$ cat src/rtl/pll_reset_pkg.sv
`timescale 1ns/1ps
`default_nettype none
// ============================================================================
//  Module      : pll_reset_pkg
//  Description : Shared definitions for the PLL reset sequencer: FSM state
//                encoding (3 bits), default parameter constants and a helper
//                that sizes counters.
//                The PLLRST state only exists when PLL_RESET_SEQ_WATCHDOG_EN
//                is defined.
//  Revision    : 1.0 - initial release
// ============================================================================
package pll_reset_pkg;

    localparam int unsigned c_DEF_HOLD_CYCLES    = 1024;
    localparam int unsigned c_DEF_SYNC_STAGES    = 2;
    localparam int unsigned c_DEF_TIMEOUT_CYCLES = 65536;
    localparam int unsigned c_DEF_PLLRST_CYCLES  = 16;
    localparam int unsigned c_DEF_LOSS_W         = 8;

    typedef enum logic [2:0] {
        ST_WAIT_LOCK = 3'd0,
        ST_HOLD      = 3'd1,
        ST_RUN       = 3'd2,
        ST_LOST      = 3'd3
`ifdef PLL_RESET_SEQ_WATCHDOG_EN
        ,
        ST_PLLRST    = 3'd4
`endif
    } state_e;

    // Counter width for a terminal value n: $clog2(n), never below one bit.
    function automatic int unsigned cnt_width(input int unsigned n);
        return (n <= 2) ? 1 : $clog2(n);
    endfunction

endpackage : pll_reset_pkg
`default_nettype wire

$ cat src/rtl/sync_ff.sv
`timescale 1ns/1ps
`default_nettype none
// ============================================================================
//  Module      : sync_ff
//  Description : Multi-flop synchroniser for a single asynchronous bit.
//                All stages reset to 0. STAGES must be at least 2.
//  Ports       : clk_i  - destination clock
//                rst_ni - asynchronous active-low reset
//                d_i    - asynchronous input bit
//                q_o    - synchronised output (last stage)
//  Revision    : 1.0 - initial release
// ============================================================================
module sync_ff #(
    parameter int unsigned STAGES = 2
) (
    input  logic clk_i,
    input  logic rst_ni,
    input  logic d_i,
    output logic q_o
);

    logic [STAGES-1:0] sync_q;

    always_ff @(posedge clk_i or negedge rst_ni) begin
        if (!rst_ni) begin
            sync_q <= '0;
        end else begin
            sync_q <= {sync_q[STAGES-2:0], d_i};
        end
    end

    assign q_o = sync_q[STAGES-1];

endmodule : sync_ff
`default_nettype wire

$ cat src/rtl/pll_reset_seq.sv
`timescale 1ns/1ps
`default_nettype none
// ============================================================================
//  Module      : pll_reset_seq
//  Description : Holds downstream logic in reset until the PLL has reported
//                lock continuously for HOLD_CYCLES cycles, re-asserts reset on
//                loss of lock and counts lock losses (saturating).
//                Optional watchdog (macro PLL_RESET_SEQ_WATCHDOG_EN): after
//                TIMEOUT_CYCLES without lock, pulses pll_rst_req for
//                PLLRST_CYCLES cycles. Without the macro the sequencer waits
//                for lock indefinitely and pll_rst_req is tied low.
//  Ports       : clock_in    - PLL output clock, sole clock
//                rst_in      - asynchronous active-low reset
//                pll_locked  - raw lock flag, asynchronous
//                rst_out_n   - active-low downstream reset (registered)
//                ready       - high in RUN
//                pll_rst_req - PLL restart request
//                loss_count  - RUN->LOST transitions since reset
//  Revision    : 1.0 - initial release
// ============================================================================
module pll_reset_seq
    import pll_reset_pkg::*;
#(
    parameter int unsigned HOLD_CYCLES    = c_DEF_HOLD_CYCLES,
    parameter int unsigned SYNC_STAGES    = c_DEF_SYNC_STAGES,
    parameter int unsigned TIMEOUT_CYCLES = c_DEF_TIMEOUT_CYCLES,
    parameter int unsigned PLLRST_CYCLES  = c_DEF_PLLRST_CYCLES,
    parameter int unsigned LOSS_W         = c_DEF_LOSS_W
) (
    input  logic              clock_in,
    input  logic              rst_in,
    input  logic              pll_locked,
    output logic              rst_out_n,
    output logic              ready,
    output logic              pll_rst_req,
    output logic [LOSS_W-1:0] loss_count
);

    localparam int unsigned         c_HOLD_W    = cnt_width(HOLD_CYCLES);
    localparam logic [c_HOLD_W-1:0] c_HOLD_LAST = c_HOLD_W'(HOLD_CYCLES - 1);

    logic                lk;
    state_e              state_q, state_d;
    logic [c_HOLD_W-1:0] hold_cnt_q, hold_cnt_d;
    logic [LOSS_W-1:0]   loss_q, loss_d;
    logic                rst_out_q;

`ifdef PLL_RESET_SEQ_WATCHDOG_EN
    localparam int unsigned         c_TMO_W     = cnt_width(TIMEOUT_CYCLES);
    localparam logic [c_TMO_W-1:0]  c_TMO_LAST  = c_TMO_W'(TIMEOUT_CYCLES - 1);
    localparam int unsigned         c_PRST_W    = cnt_width(PLLRST_CYCLES);
    localparam logic [c_PRST_W-1:0] c_PRST_LAST = c_PRST_W'(PLLRST_CYCLES - 1);

    logic [c_TMO_W-1:0]  tmo_cnt_q, tmo_cnt_d;
    logic [c_PRST_W-1:0] prst_cnt_q, prst_cnt_d;
`else
    // Watchdog parameters have no function in this build.
    logic w_unused_cfg;
    assign w_unused_cfg = ^{TIMEOUT_CYCLES, PLLRST_CYCLES};
`endif

    sync_ff #(
        .STAGES (SYNC_STAGES)
    ) u_sync_lock (
        .clk_i  (clock_in),
        .rst_ni (rst_in),
        .d_i    (pll_locked),
        .q_o    (lk)
    );

    always_ff @(posedge clock_in or negedge rst_in) begin
        if (!rst_in) begin
            state_q    <= ST_WAIT_LOCK;
            hold_cnt_q <= '0;
            loss_q     <= '0;
            rst_out_q  <= 1'b0;
`ifdef PLL_RESET_SEQ_WATCHDOG_EN
            tmo_cnt_q  <= '0;
            prst_cnt_q <= '0;
`endif
        end else begin
            state_q    <= state_d;
            hold_cnt_q <= hold_cnt_d;
            loss_q     <= loss_d;
            // Registered from the next state so reset release and ready
            // appear on the same edge.
            rst_out_q  <= (state_d == ST_RUN);
`ifdef PLL_RESET_SEQ_WATCHDOG_EN
            tmo_cnt_q  <= tmo_cnt_d;
            prst_cnt_q <= prst_cnt_d;
`endif
        end
    end

    // Counters default to zero, so each one is cleared in every state
    // other than the one it times.
    always_comb begin
        state_d    = state_q;
        hold_cnt_d = '0;
        loss_d     = loss_q;
`ifdef PLL_RESET_SEQ_WATCHDOG_EN
        tmo_cnt_d  = '0;
        prst_cnt_d = '0;
`endif
        unique case (state_q)
            ST_WAIT_LOCK: begin
                if (lk) begin
                    state_d = ST_HOLD;
                end
`ifdef PLL_RESET_SEQ_WATCHDOG_EN
                else if (tmo_cnt_q == c_TMO_LAST) begin
                    state_d = ST_PLLRST;
                end else begin
                    tmo_cnt_d = tmo_cnt_q + 1'b1;
                end
`endif
            end
            ST_HOLD: begin
                // Any low cycle abandons the hold; the counter restarts
                // from zero on the next entry.
                if (!lk) begin
                    state_d = ST_WAIT_LOCK;
                end else if (hold_cnt_q == c_HOLD_LAST) begin
                    state_d = ST_RUN;
                end else begin
                    hold_cnt_d = hold_cnt_q + 1'b1;
                end
            end
            ST_RUN: begin
                if (!lk) begin
                    state_d = ST_LOST;
                    if (loss_q != {LOSS_W{1'b1}}) begin
                        loss_d = loss_q + 1'b1;
                    end
                end
            end
            ST_LOST: begin
                state_d = ST_WAIT_LOCK;
            end
`ifdef PLL_RESET_SEQ_WATCHDOG_EN
            ST_PLLRST: begin
                if (prst_cnt_q == c_PRST_LAST) begin
                    state_d = ST_WAIT_LOCK;
                end else begin
                    prst_cnt_d = prst_cnt_q + 1'b1;
                end
            end
`endif
            default: begin
                state_d = ST_WAIT_LOCK;
            end
        endcase
    end

    assign rst_out_n  = rst_out_q;
    assign ready      = (state_q == ST_RUN);
    assign loss_count = loss_q;

`ifdef PLL_RESET_SEQ_WATCHDOG_EN
    assign pll_rst_req = (state_q == ST_PLLRST);
`else
    assign pll_rst_req = 1'b0;
`endif

endmodule : pll_reset_seq
`default_nettype wire

$ cat config.mk
export PLATFORM = sky130hd
export DESIGN_NAME = pll_reset_seq
export DESIGN_NICKNAME = d
export VERILOG_FILES = /design/src/rtl/pll_reset_pkg.sv /design/src/rtl/sync_ff.sv /design/src/rtl/pll_reset_seq.sv
export SDC_FILE = /design/constraint.sdc
export NUM_CORES = 1
export LEC_CHECK = 0
export ABC_AREA = 1
export BUFFER_PORTS_ARGS = -buffer_cell sky130_fd_sc_hd__buf_2
export CAP_MARGIN = 20
export CORE_ASPECT_RATIO = 1.2
export CORE_UTILIZATION = 51
export CTS_CLUSTER_DIAMETER = 50
export DETAILED_ROUTE_END_ITERATION = 8
export GPL_ROUTABILITY_DRIVEN = 0
export GPL_TIMING_DRIVEN = 0
export HOLD_SLACK_MARGIN = 0.08
export PLACE_DENSITY = 0.71
export SYNTH_ARGS = -nofsm -noshare
export SYNTH_HDL_FRONTEND = slang
export SYNTH_SLANG_ARGS = --single-unit
$ cat constraint.sdc
create_clock -name clock_in -period 3.05 [get_ports clock_in]
set_input_delay 0.1525 -clock clock_in [delete_from_list [all_inputs] [get_ports clock_in]]
set_output_delay 0.1525 -clock clock_in [all_outputs]
set_load 0.05 [all_outputs]
==> flow_metrics.env, run 1 <==
export IMPL_postCtsResizedCells=0
export IMPL_holdBufCountCts=2
export IMPL_die_x_um=45.8
export IMPL_synth_top_area_cell="dfrtp_1"
export IMPL_grt_max_degree=25
export IMPL_core_um2=2120
export IMPL_port_buffers=12
export IMPL_clkSlewWorstSetupHoldPaths_ns=0.13
export IMPL_synth_seq_cells=24
export IMPL_start_util_pct=55.6
export IMPL_vias_per_cell=4.68
export IMPL_r2r_setup_slack_ns=1.67
export IMPL_fmax_mhz=697
export IMPL_synth_ff_type="dfrtp_1"
export IMPL_period_needed_ns=1.44
export IMPL_cts_tree="yes"
export IMPL_regToRegEndpoint="loss_count[4]"
export IMPL_cts_max_path_buffers=2
export IMPL_critPathKind="register to output port"
export IMPL_fin_total_pwr_uw=511
export IMPL_track_usage_pct=16.7
export IMPL_gr_total_overflow=0
export IMPL_drt_pre_antenna_iters=4
export IMPL_maxSlewViolCount=0
export IMPL_n_antenna_cell=0
export IMPL_reg2reg_depth=8
export IMPL_cp_arrival_ns=1.28
export IMPL_worst_ep_required_time_ns=2.90
export IMPL_path_max_fanout=3
export IMPL_netlist_area_um2=1180
export IMPL_wl_um=1830
export IMPL_post_route_period_util_pct=47.1
export IMPL_drive_gt1_share_pct=21.1
export IMPL_cp_start_kind="register"
export IMPL_worst_slew_pin_slew_ns=0.518
export IMPL_cp_end_kind="output port"
export IMPL_netlist_top_cells_area="dfrtp_1 (51%), nand2_1 (9.9%), nor2_1 (5.1%)"
export IMPL_die_y_um=54.6
export IMPL_grt_pass1_wl_um=2950
export IMPL_die_area_um2=2500
export IMPL_p_leak_uw=0.000647
export IMPL_yosysTopAreaCellShare_pct=51.1
export IMPL_async_flop_share_pct=100
export IMPL_setup_violations=0
export IMPL_cts_root_buf="clkbuf_4"
export IMPL_fin_setup_tns_ns=0
export IMPL_synth_edf_count=0
export IMPL_clock_sinks=24
export IMPL_pin_count=14
export IMPL_cts_max_level=1
export IMPL_irDropWorstVdd_uv=374
export IMPL_hp_class="input port to asynchronous set/reset pin"
export IMPL_slew_headroom_pct=65.5
export IMPL_synthToLayoutAreaGrowth_pct=13.4
export IMPL_drv_cap=0
export IMPL_clk_insertion_delay_late_ns=0.31
export IMPL_finalNetCount=153
export IMPL_status="finished, final reports clean"
export IMPL_yosys_top_cells_count="nand2_1 (31), dfrtp_1 (24), nor2_1 (16)"
export IMPL_cts_setup_buffers=0
export IMPL_postRouteAntennaNets=0
export IMPL_utilization_pct=63.0
export IMPL_grt_antenna_before_repair=0
export IMPL_rows=18
export IMPL_yosysMostFrequentCell="nand2_1"
export IMPL_drc=0
export IMPL_rsz0062_at_grt="false"
export IMPL_cts_buffers=3
export IMPL_yosys_warnings=0
export IMPL_hold_viol_final=0
export IMPL_vias=828
export IMPL_dp_hpwl_um=1330
export IMPL_yosysUniqueCellTypes=26
export IMPL_rr_startpoint="loss_count[0]"
export IMPL_fin_skew_ns=0.00377
export IMPL_avgRoutedWirePerCell_um=10.4
export IMPL_ys_seq_area_share_pct=51.1
export IMPL_netlist_instances=128
export IMPL_grt_pass1_vias=702
export IMPL_synth_area_per_cell_um2=9.19
export IMPL_power_density_nw_per_um2=383
export IMPL_drt_iter0_drc=6
-- stage by stage --
step	hold slack [ns]	cells	setup WS, ns	cell area, um^2
2_1_floorplan	-0.143	129	1.42	1180
3_3_place_gp	0.160	171	1.69	1280
3_5_place_dp	0.163	171	1.68	1280
4_1_cts	0.345	177	1.59	1330
5_1_grt	0.381	177	1.53	1330
6_report	0.332	177	1.61	1330
-- worst max-delay path, stage by stage, from the launching register on --
cell,delay [ns]
dfrtp_1,0.40
inv_2,0.07
nand3_1,0.13
inv_1,0.11
buf_2,0.26
-- layer usage --
layer	global-route usage [%]	part of all wire [%]
met2	27.2	49
met5	0	0
met1	21.4	48
met4	8.82	0.76
met3	1.98	2.1
-- how the worst max path moves through the flow --
stage	to	startpoint	slack [ns]	cells after the start
finish	ready	state_q[0]	1.61	4
global route	ready	state_q[2]	1.53	4
CTS	ready	state_q[0]	1.59	4
detailed placement	loss_count[4]	loss_count[0]	1.68	8
global placement	loss_count[4]	loss_count[0]	1.69	8
floorplan	loss_count[4]	loss_count[0]	1.42	8
-- logic make-up after synthesis --
logic type	count (synthesis)	synth area share (%)
AOI/OAI and AO/OA	9	4.04
xor gates and xnor gates	8	5.96
adders and majority gates	2	2.13
buffers and inverters	16	5.85
DFF	24	51.1
other	1	0.319
and+or+nand+nor	68	30.6
-- area by class of cell --
type | count | area, um^2
fill | 198 | 783
inverter | 15 | 61.3
sequential | 24 | 601
multi-input combinational | 89 | 510
buffer | 1 | 7.51
clock buffer | 4 | 36.3
timing repair buffer | 14 | 80.1
tap | 30 | 37.5
-- sequential cells by signal, indices dropped and copies added (netlist names) --
| register | cells |
|---|---|
| u_sync_lock.sync_q | 2 |
| loss_count | 8 |
| hold_cnt_q | 10 |
| state_q | 3 |
| rst_out_n | 1 |
-- where the power goes --
group / internal [uW] / leakage [uW] / switching, uW / total, uW
sequential: 322 / 0.000327 / 2.08 / 324
clock: 72.9 / 0.0000210 / 92.6 / 166
combinational: 6.81 / 0.000299 / 14.8 / 21.6
-- cell usage in the layout, fill, tap and decap left out, types with 2 or more instances in the layout --
cell type,n
nand2_1,31
clkbuf_4,3
a21oi_1,2
nor2_4,3
xnor2_1,5
nor2_2,2
ha_1,2
dfrtp_1,24
o21ai_0,2
buf_2,12
nor3b_1,2
nand3_1,5
nor2_1,16
conb_1,2
inv_1,13
dlygate4sd3_1,2
o21ai_1,4
xor2_1,3
nand3_2,2
nand2_2,2
Note: power is estimated with default switching activity, not from simulation.
==> run 2, diff against run 1 <==
--- a/config.mk
+++ b/config.mk
@@ -5,17 +5,17 @@
 export SDC_FILE = /design/constraint.sdc
 export NUM_CORES = 1
 export LEC_CHECK = 0
-export ABC_AREA = 1
+export ABC_AREA = 0
 export BUFFER_PORTS_ARGS = -buffer_cell sky130_fd_sc_hd__buf_2
 export CAP_MARGIN = 20
 export CORE_ASPECT_RATIO = 1.2
-export CORE_UTILIZATION = 51
+export CORE_UTILIZATION = 50
 export CTS_CLUSTER_DIAMETER = 50
 export DETAILED_ROUTE_END_ITERATION = 8
 export GPL_ROUTABILITY_DRIVEN = 0
 export GPL_TIMING_DRIVEN = 0
 export HOLD_SLACK_MARGIN = 0.08
-export PLACE_DENSITY = 0.71
+export PLACE_DENSITY = 0.73
 export SYNTH_ARGS = -nofsm -noshare
 export SYNTH_HDL_FRONTEND = slang
 export SYNTH_SLANG_ARGS = --single-unit
==> constraint.sdc (replaced) <==
create_clock -name clock_in -period 1.17 [get_ports clock_in]
set_input_delay 0.0585 -clock clock_in [delete_from_list [all_inputs] [get_ports clock_in]]
set_output_delay 0.0585 -clock clock_in [all_outputs]
set_load 0.05 [all_outputs]
==> run 2 against run 1 <==
Against the previous run: the flow now finishes with violations (negative setup slack); core utilization grew 22 points; die area shrank 0.28%; sequential share of layout area shrank 11 points; critical path depth shrank 1; wire length grew 67%; setup slack lost 2.0 ns; non-clock buffer count grew 29; cell count grew 3.4%; critical path type is now register to register; power grew to 2.7 times the previous value; sequential power grew to 2.6 times the previous value; first-iteration DRC count grew to 3.0 times the previous value; via count grew 26%.
==> flow_metrics.env, run 2 <==
export IMPL_setup_violations=21
export IMPL_die_y_um=54.5
export IMPL_die_area_um2=2500
export IMPL_synth_ff_type="dfrtp_1"
export IMPL_die_x_um=45.8
export IMPL_hold_viol_final=0
export IMPL_period_needed_ns=1.59
export IMPL_swShare_pct=24.6
export IMPL_cts_max_level=1
export IMPL_drt_iter0_drc=18
export IMPL_dp_hpwl_um=1640
export IMPL_grt_antenna_before_repair=0
export IMPL_synth_area_per_cell_um2=11.0
export IMPL_async_flop_share_pct=100
export IMPL_track_usage_pct=24.0
export IMPL_synthToLayoutAreaGrowth_pct=56.6
export IMPL_rsz0062_at_grt="true"
export IMPL_clkSlewWorstSetupHoldPaths_ns=0.13
export IMPL_violations="negative setup slack"
export IMPL_cts_buffers=3
export IMPL_internal_power_uw=1030
export IMPL_status="finished, violations left"
export IMPL_setup_ws_ns=-0.415
export IMPL_cpPeakStageDelay_ns=0.57
export IMPL_seqPwrFrac_pct=62.7
export IMPL_crit_family="simple AND/OR/NAND/NOR gates"
export IMPL_place_area_um2=1330
export IMPL_yosys_warnings=0
export IMPL_fin_worst_hold_slack_ns=0.247
export IMPL_start_util_pct=54.3
export IMPL_pin_count=14
export IMPL_clk_insertion_delay_late_ns=0.33
export IMPL_critPathKind="register to register"
export IMPL_core_um2=2120
export IMPL_dpl_cell_count=148
export IMPL_drv_cap=0
export IMPL_drt_pre_antenna_iters=4
export IMPL_netlist_area_um2=1150
export IMPL_p_leak_uw=0.000771
export IMPL_switchingPower_uw=335
export IMPL_grt_max_degree=25
export IMPL_drive_gt1_share_pct=58.2
export IMPL_vias=1045
export IMPL_n_antenna_cell=0
export IMPL_combPwrFrac_pct=8.3
export IMPL_critPathSlowestCell="or4b_4"
export IMPL_cp_end_kind="register"
export IMPL_gr_total_overflow=0
export IMPL_grt_pass1_vias=999
export IMPL_synth_top_area_cell="dfrtp_1"
export IMPL_worst_slew_pin_slew_ns=0.551
export IMPL_synth_edf_count=0
export IMPL_hp_class="input port to asynchronous set/reset pin"
export IMPL_cts_max_path_buffers=2
export IMPL_avgRoutedWirePerCell_um=16.7
export IMPL_synth_seq_cells=24
export IMPL_grt_pass1_wl_um=4200
export IMPL_cp_arrival_ns=1.81
export IMPL_netlist_top_cells_area="dfrtp_1 (52%), o21ai_0 (3.0%), mux2_2 (2.9%)"
export IMPL_yosysTopAreaCellShare_pct=52.2
export IMPL_fmax_mhz=631
export IMPL_worst_ep_required_time_ns=1.40
export IMPL_layout_cells_most_common_list="buf_4 (20), dfrtp_1 (12), dfrtp_2 (12)"
export IMPL_cts_tree="yes"
export IMPL_power_density_nw_per_um2=757
export IMPL_yosysMostFrequentCell="dfrtp_1"
export IMPL_p_clk_share_pct=28.9
export IMPL_fin_area_um2=1800
export IMPL_postRouteAntennaNets=0
export IMPL_fin_skew_ns=0.00455
export IMPL_fin_cells=183
export IMPL_slew_headroom_pct=63.3
export IMPL_regMostFlops="hold_cnt_q"
export IMPL_ys_seq_area_share_pct=52.2
export IMPL_cp_num_buf_inv=0
export IMPL_wl_um=3060
export IMPL_rows=18
export IMPL_post_route_period_util_pct=135
export IMPL_vias_per_cell=5.71
export IMPL_clock_sinks=24
export IMPL_irDropWorstVdd_uv=1140
export IMPL_yosys_top_cells_count="dfrtp_1 (24), nand2_1 (7), o21ai_0 (7)"
export IMPL_fin_setup_tns_ns=-4.98
export IMPL_maxSlewViolCount=0
export IMPL_port_buffers=12
export IMPL_path_cells="or4b_4 > nor3_4 > mux2_4"
export IMPL_cp_start_kind="register"
export IMPL_drc=0
export IMPL_finalNetCount=159
export IMPL_yosysUniqueCellTypes=36
export IMPL_netlist_instances=105
export IMPL_path_max_fanout=3
export IMPL_final_common_cell="buf_4"
export IMPL_largest_reg_flops=10
export IMPL_cts_root_buf="clkbuf_4"
==> run 2: cell types whose count changed in the layout (fill, tap and decap cells not counted), sizes merged, moves of 3 or more <==
| cell | previous run | this run |
|---|---|---|
| mux2 | 0 | 3 |
| inv | 15 | 4 |
| or3 | 0 | 4 |
| nor2 | 21 | 5 |
| a211oi | 0 | 3 |
| nand3 | 7 | 4 |
| nand4 | 1 | 5 |
| nand2 | 35 | 7 |
| a21oi | 2 | 6 |
| nor3 | 0 | 3 |
| buf | 13 | 41 |
==> run 2: per-stage QoR <==
stage          utilization, %  power (uW)  worst slack [ns]
2_1_floorplan               -         903            -0.393
3_3_place_gp             62.8         928            -0.443
3_5_place_dp             62.8         931            -0.466
4_1_cts                  77.4        1340            -0.402
5_1_grt                  85.0        1410            -0.448
6_report                 85.0        1360            -0.415
==> run 2: worst paths after layout <==
| kind | startpoint | end | slack (ns) | cells after the start |
|---|---|---|---|---|
| setup / recovery | state_q[2] | loss_count[7] | -0.42 | 3 |
| hold / removal | rst_in | loss_count[4] | 0.25 | 2 |
| setup reg to reg | state_q[2] | loss_count[7] | -0.42 | 3 |
| hold reg to reg | u_sync_lock.sync_q[0] | u_sync_lock.sync_q[1] | 0.39 | 0 |
| max in group asynchronous | rst_in | state_q[2] | 0.53 | 2 |
| min in group clock_in | pll_locked | u_sync_lock.sync_q[0] | 0.36 | 2 |
==> run 2: timing repair <==
item                                    4_1_cts  5_1_grt
resized for setup                            21       21
pin swaps                                    11       13
buffers inserted                             20       10
endpoints found under the setup margin       20       22
hold buffers                                  2        0
hold endpoints to repair                     25        0
==> run 2: metal layers <==
layer  share of wire [%]  vias to the layer above  GRT usage (%)
li1                    -                      493              -
met1                  38                      531           24.9
met2                  59                       19           45.0
met3                 1.4                        2           4.29
met5                   0                        -              0
met4                 1.3                        0           12.3
==> run 2: cell families (layout without fill, tap and decap cells) <==
logic type	Yosys count	in the layout	share of synthesized area, %
AO/OA/AOI/OAI	24	24	12.9
XOR/XNOR	5	5	3.81
adder cells (fa/ha/maj)	2	2	2.18
buffers and inverters	5	52	1.96
flip-flops	24	24	52.2
multiplexers	3	3	2.94
other	1	2	0.326
AND/OR/NAND/NOR	41	41	23.6
==> run 2: final cells by class <==
cell class	count	area [um^2]
tap	30	37.5
multi-input combinational	77	737
clock buffer	4	26.3
inverter	4	15.0
timing repair buffer	43	362
buffer	1	7.51
sequential	24	616
fill	118	317
==> run 2: worst reg2reg max path, stage by stage (launching register included) <==
cell	delay, ns
dfrtp_2	0.47
or4b_4	0.57
nor3_4	0.14
mux2_4	0.31
==> run 2: power by group through the flow <==
stage	sequential, uW	clock, uW	combinational, uW
3_3_place_gp	875	0	53.0
4_1_cts	854	385	98.5
2_1_floorplan	872	0	30.6
6_report	855	394	113
3_5_place_dp	877	0	54.3
5_1_grt	856	431	122
==> run 3, diff against run 2 <==
--- a/config.mk
+++ b/config.mk
@@ -5,7 +5,6 @@
 export SDC_FILE = /design/constraint.sdc
 export NUM_CORES = 1
 export LEC_CHECK = 0
-export ABC_AREA = 0
 export BUFFER_PORTS_ARGS = -buffer_cell sky130_fd_sc_hd__buf_2
 export CAP_MARGIN = 20
 export CORE_ASPECT_RATIO = 1.2
@@ -16,6 +15,7 @@
 export GPL_TIMING_DRIVEN = 0
 export HOLD_SLACK_MARGIN = 0.08
 export PLACE_DENSITY = 0.73
+export RECOVER_POWER = 25
 export SYNTH_ARGS = -nofsm -noshare
 export SYNTH_HDL_FRONTEND = slang
 export SYNTH_SLANG_ARGS = --single-unit
==> run 3 against run 2 <==
Against the previous run: the flow still finishes with violations (negative setup slack); via count is the same; die area is the same; power is essentially flat; sequential power is essentially flat; core utilization is the same; global-route usage is the same; register-to-register slack is essentially flat; critical path depth is the same; first-iteration DRC count is the same; largest cell class unchanged.
==> flow_metrics.env, run 3 (synthesized netlist as in run 2, its figures left out) <==
export IMPL_p_leak_uw=0.000771
export IMPL_seqPwrFrac_pct=62.7
export IMPL_fin_area_um2=1800
export IMPL_status="finished, violations left"
export IMPL_avgRoutedWirePerCell_um=16.7
export IMPL_clkSlewWorstSetupHoldPaths_ns=0.13
export IMPL_setup_ws_ns=-0.415
export IMPL_die_y_um=54.5
export IMPL_power_density_nw_per_um2=757
export IMPL_path_cells="or4b_4 > nor3_4 > mux2_4"
export IMPL_vias_per_cell=5.71
export IMPL_cts_max_level=1
export IMPL_cts_max_path_buffers=2
export IMPL_clock_sinks=24
export IMPL_cpPeakStageDelay_ns=0.57
export IMPL_wl_um=3060
export IMPL_grt_pass1_wl_um=4200
export IMPL_fin_cells=183
export IMPL_port_buffers=12
export IMPL_switchingPower_uw=335
export IMPL_fin_total_pwr_uw=1360
export IMPL_worst_slew_pin_slew_ns=0.613
export IMPL_violations="negative setup slack"
export IMPL_fin_skew_ns=0.00455
export IMPL_gr_total_overflow=0
export IMPL_crit_family="simple AND/OR/NAND/NOR gates"
export IMPL_combPwrFrac_pct=8.3
export IMPL_maxSlewViolCount=0
export IMPL_final_common_cell="buf_4"
export IMPL_fillCellCount=118
export IMPL_cts_tree="yes"
export IMPL_setup_violations=21
export IMPL_postRouteAntennaNets=0
export IMPL_largest_reg_flops=10
export IMPL_drt_pre_antenna_iters=4
export IMPL_clk_insertion_delay_late_ns=0.33
export IMPL_worst_ep_required_time_ns=1.40
export IMPL_cp_end_kind="register"
export IMPL_slew_headroom_pct=59.1
export IMPL_grt_max_degree=25
export IMPL_dpl_cell_count=148
export IMPL_start_util_pct=54.3
export IMPL_core_um2=2120
export IMPL_critPathSlowestCell="or4b_4"
export IMPL_regMostFlops="hold_cnt_q"
export IMPL_cts_root_buf="clkbuf_4"
export IMPL_die_area_um2=2500
export IMPL_internal_power_uw=1030
export IMPL_finalNetCount=159
export IMPL_die_x_um=45.8
export IMPL_rsz0062_at_grt="true"
export IMPL_place_area_um2=1330
export IMPL_cp_arrival_ns=1.81
export IMPL_fmax_mhz=631
export IMPL_cp_num_buf_inv=0
export IMPL_drt_iter0_drc=18
export IMPL_layout_cells_most_common_list="buf_4 (20), dfrtp_1 (12), dfrtp_2 (12)"
export IMPL_n_antenna_cell=0
export IMPL_path_max_fanout=3
export IMPL_cts_buffers=3
export IMPL_period_needed_ns=1.59
export IMPL_drv_cap=0
export IMPL_cp_start_kind="register"
export IMPL_pin_count=14
export IMPL_rows=18
export IMPL_irDropWorstVdd_uv=1140
export IMPL_grt_antenna_before_repair=0
export IMPL_fin_worst_hold_slack_ns=0.269
export IMPL_track_usage_pct=24.0
export IMPL_grt_pass1_vias=999
export IMPL_hp_class="input port to asynchronous set/reset pin"
export IMPL_dp_hpwl_um=1640
export IMPL_fin_setup_tns_ns=-4.98
export IMPL_critPathKind="register to register"
export IMPL_synthToLayoutAreaGrowth_pct=56.6
export IMPL_post_route_period_util_pct=135
export IMPL_p_clk_share_pct=28.9
export IMPL_drive_gt1_share_pct=58.2
export IMPL_vias=1045
export IMPL_hold_viol_final=0
export IMPL_drc=0
export IMPL_swShare_pct=24.6
==> run 3: cell types whose count changed in the layout (fill, tap and decap cells not counted), sizes merged <==
| cell | change |
|---|---|
| buf | -1 |
| clkbuf | +1 |
==> run 3: cell type report <==
class	count	area, um^2	share of cell area (%)
buffer	1	7.51	0.417
timing repair buffer	43	362	20.1
sequential	24	616	34.2
inverter	4	15.0	0.834
multi-input combinational	77	737	40.9
tap	30	37.5	2.08
clock buffer	4	26.3	1.46
==> run 3: repair_timing <==
action | in CTS | in global routing
endpoints found under the hold margin | 25 | 0
setup buffers | 20 | 10
hold buffers | 2 | 0
gates resized for setup | 21 | 21
endpoints found under the setup margin | 20 | 22
pin swaps | 11 | 13
==> run 3: worst paths after layout <==
kind | startpoint | end | slack [ns] | depth (start not counted)
hold reg to reg | u_sync_lock.sync_q[0] | u_sync_lock.sync_q[1] | 0.39 | 0
setup reg to reg | state_q[2] | loss_count[7] | -0.42 | 3
setup / recovery | state_q[2] | loss_count[7] | -0.42 | 3
hold / removal | rst_in | loss_count[4] | 0.27 | 2
max in group asynchronous | rst_in | state_q[2] | 0.47 | 2
min in group clock_in | pll_locked | u_sync_lock.sync_q[0] | 0.36 | 2
==> run 3: worst register-to-register path: cells and delay by family (launching register included) <==
family           cells  cell delay [ns]
and+or+nand+nor      2             0.71
DFF                  1             0.47
muxes                1             0.31
==> run 3: metal layers <==
metal  track usage, %  vias up  routed length [um]
met2             45.0       19                1820
met3             4.29        2                  42
li1                 -      493                   -
met4             12.3        0                  40
met1             24.9      531                1160
met5                0        -                   0
==> run 3: power groups by stage <==
| stage | Combinational, uW | Clock (uW) | Sequential, uW |
|---|---|---|---|
| 2_1_floorplan | 30.6 | 0 | 872 |
| 3_3_place_gp | 53.0 | 0 | 875 |
| 3_5_place_dp | 54.3 | 0 | 877 |
| 4_1_cts | 98.5 | 385 | 854 |
| 5_1_grt | 122 | 431 | 856 |
| 6_report | 113 | 394 | 855 |
==> run 3: stage by stage <==
step	setup WS, ns	util (%)
CTS	-0.402	77.4
global placement	-0.443	62.8
floorplan	-0.393	-
finish	-0.415	85.0
detailed placement	-0.466	62.8
global route	-0.448	85.0
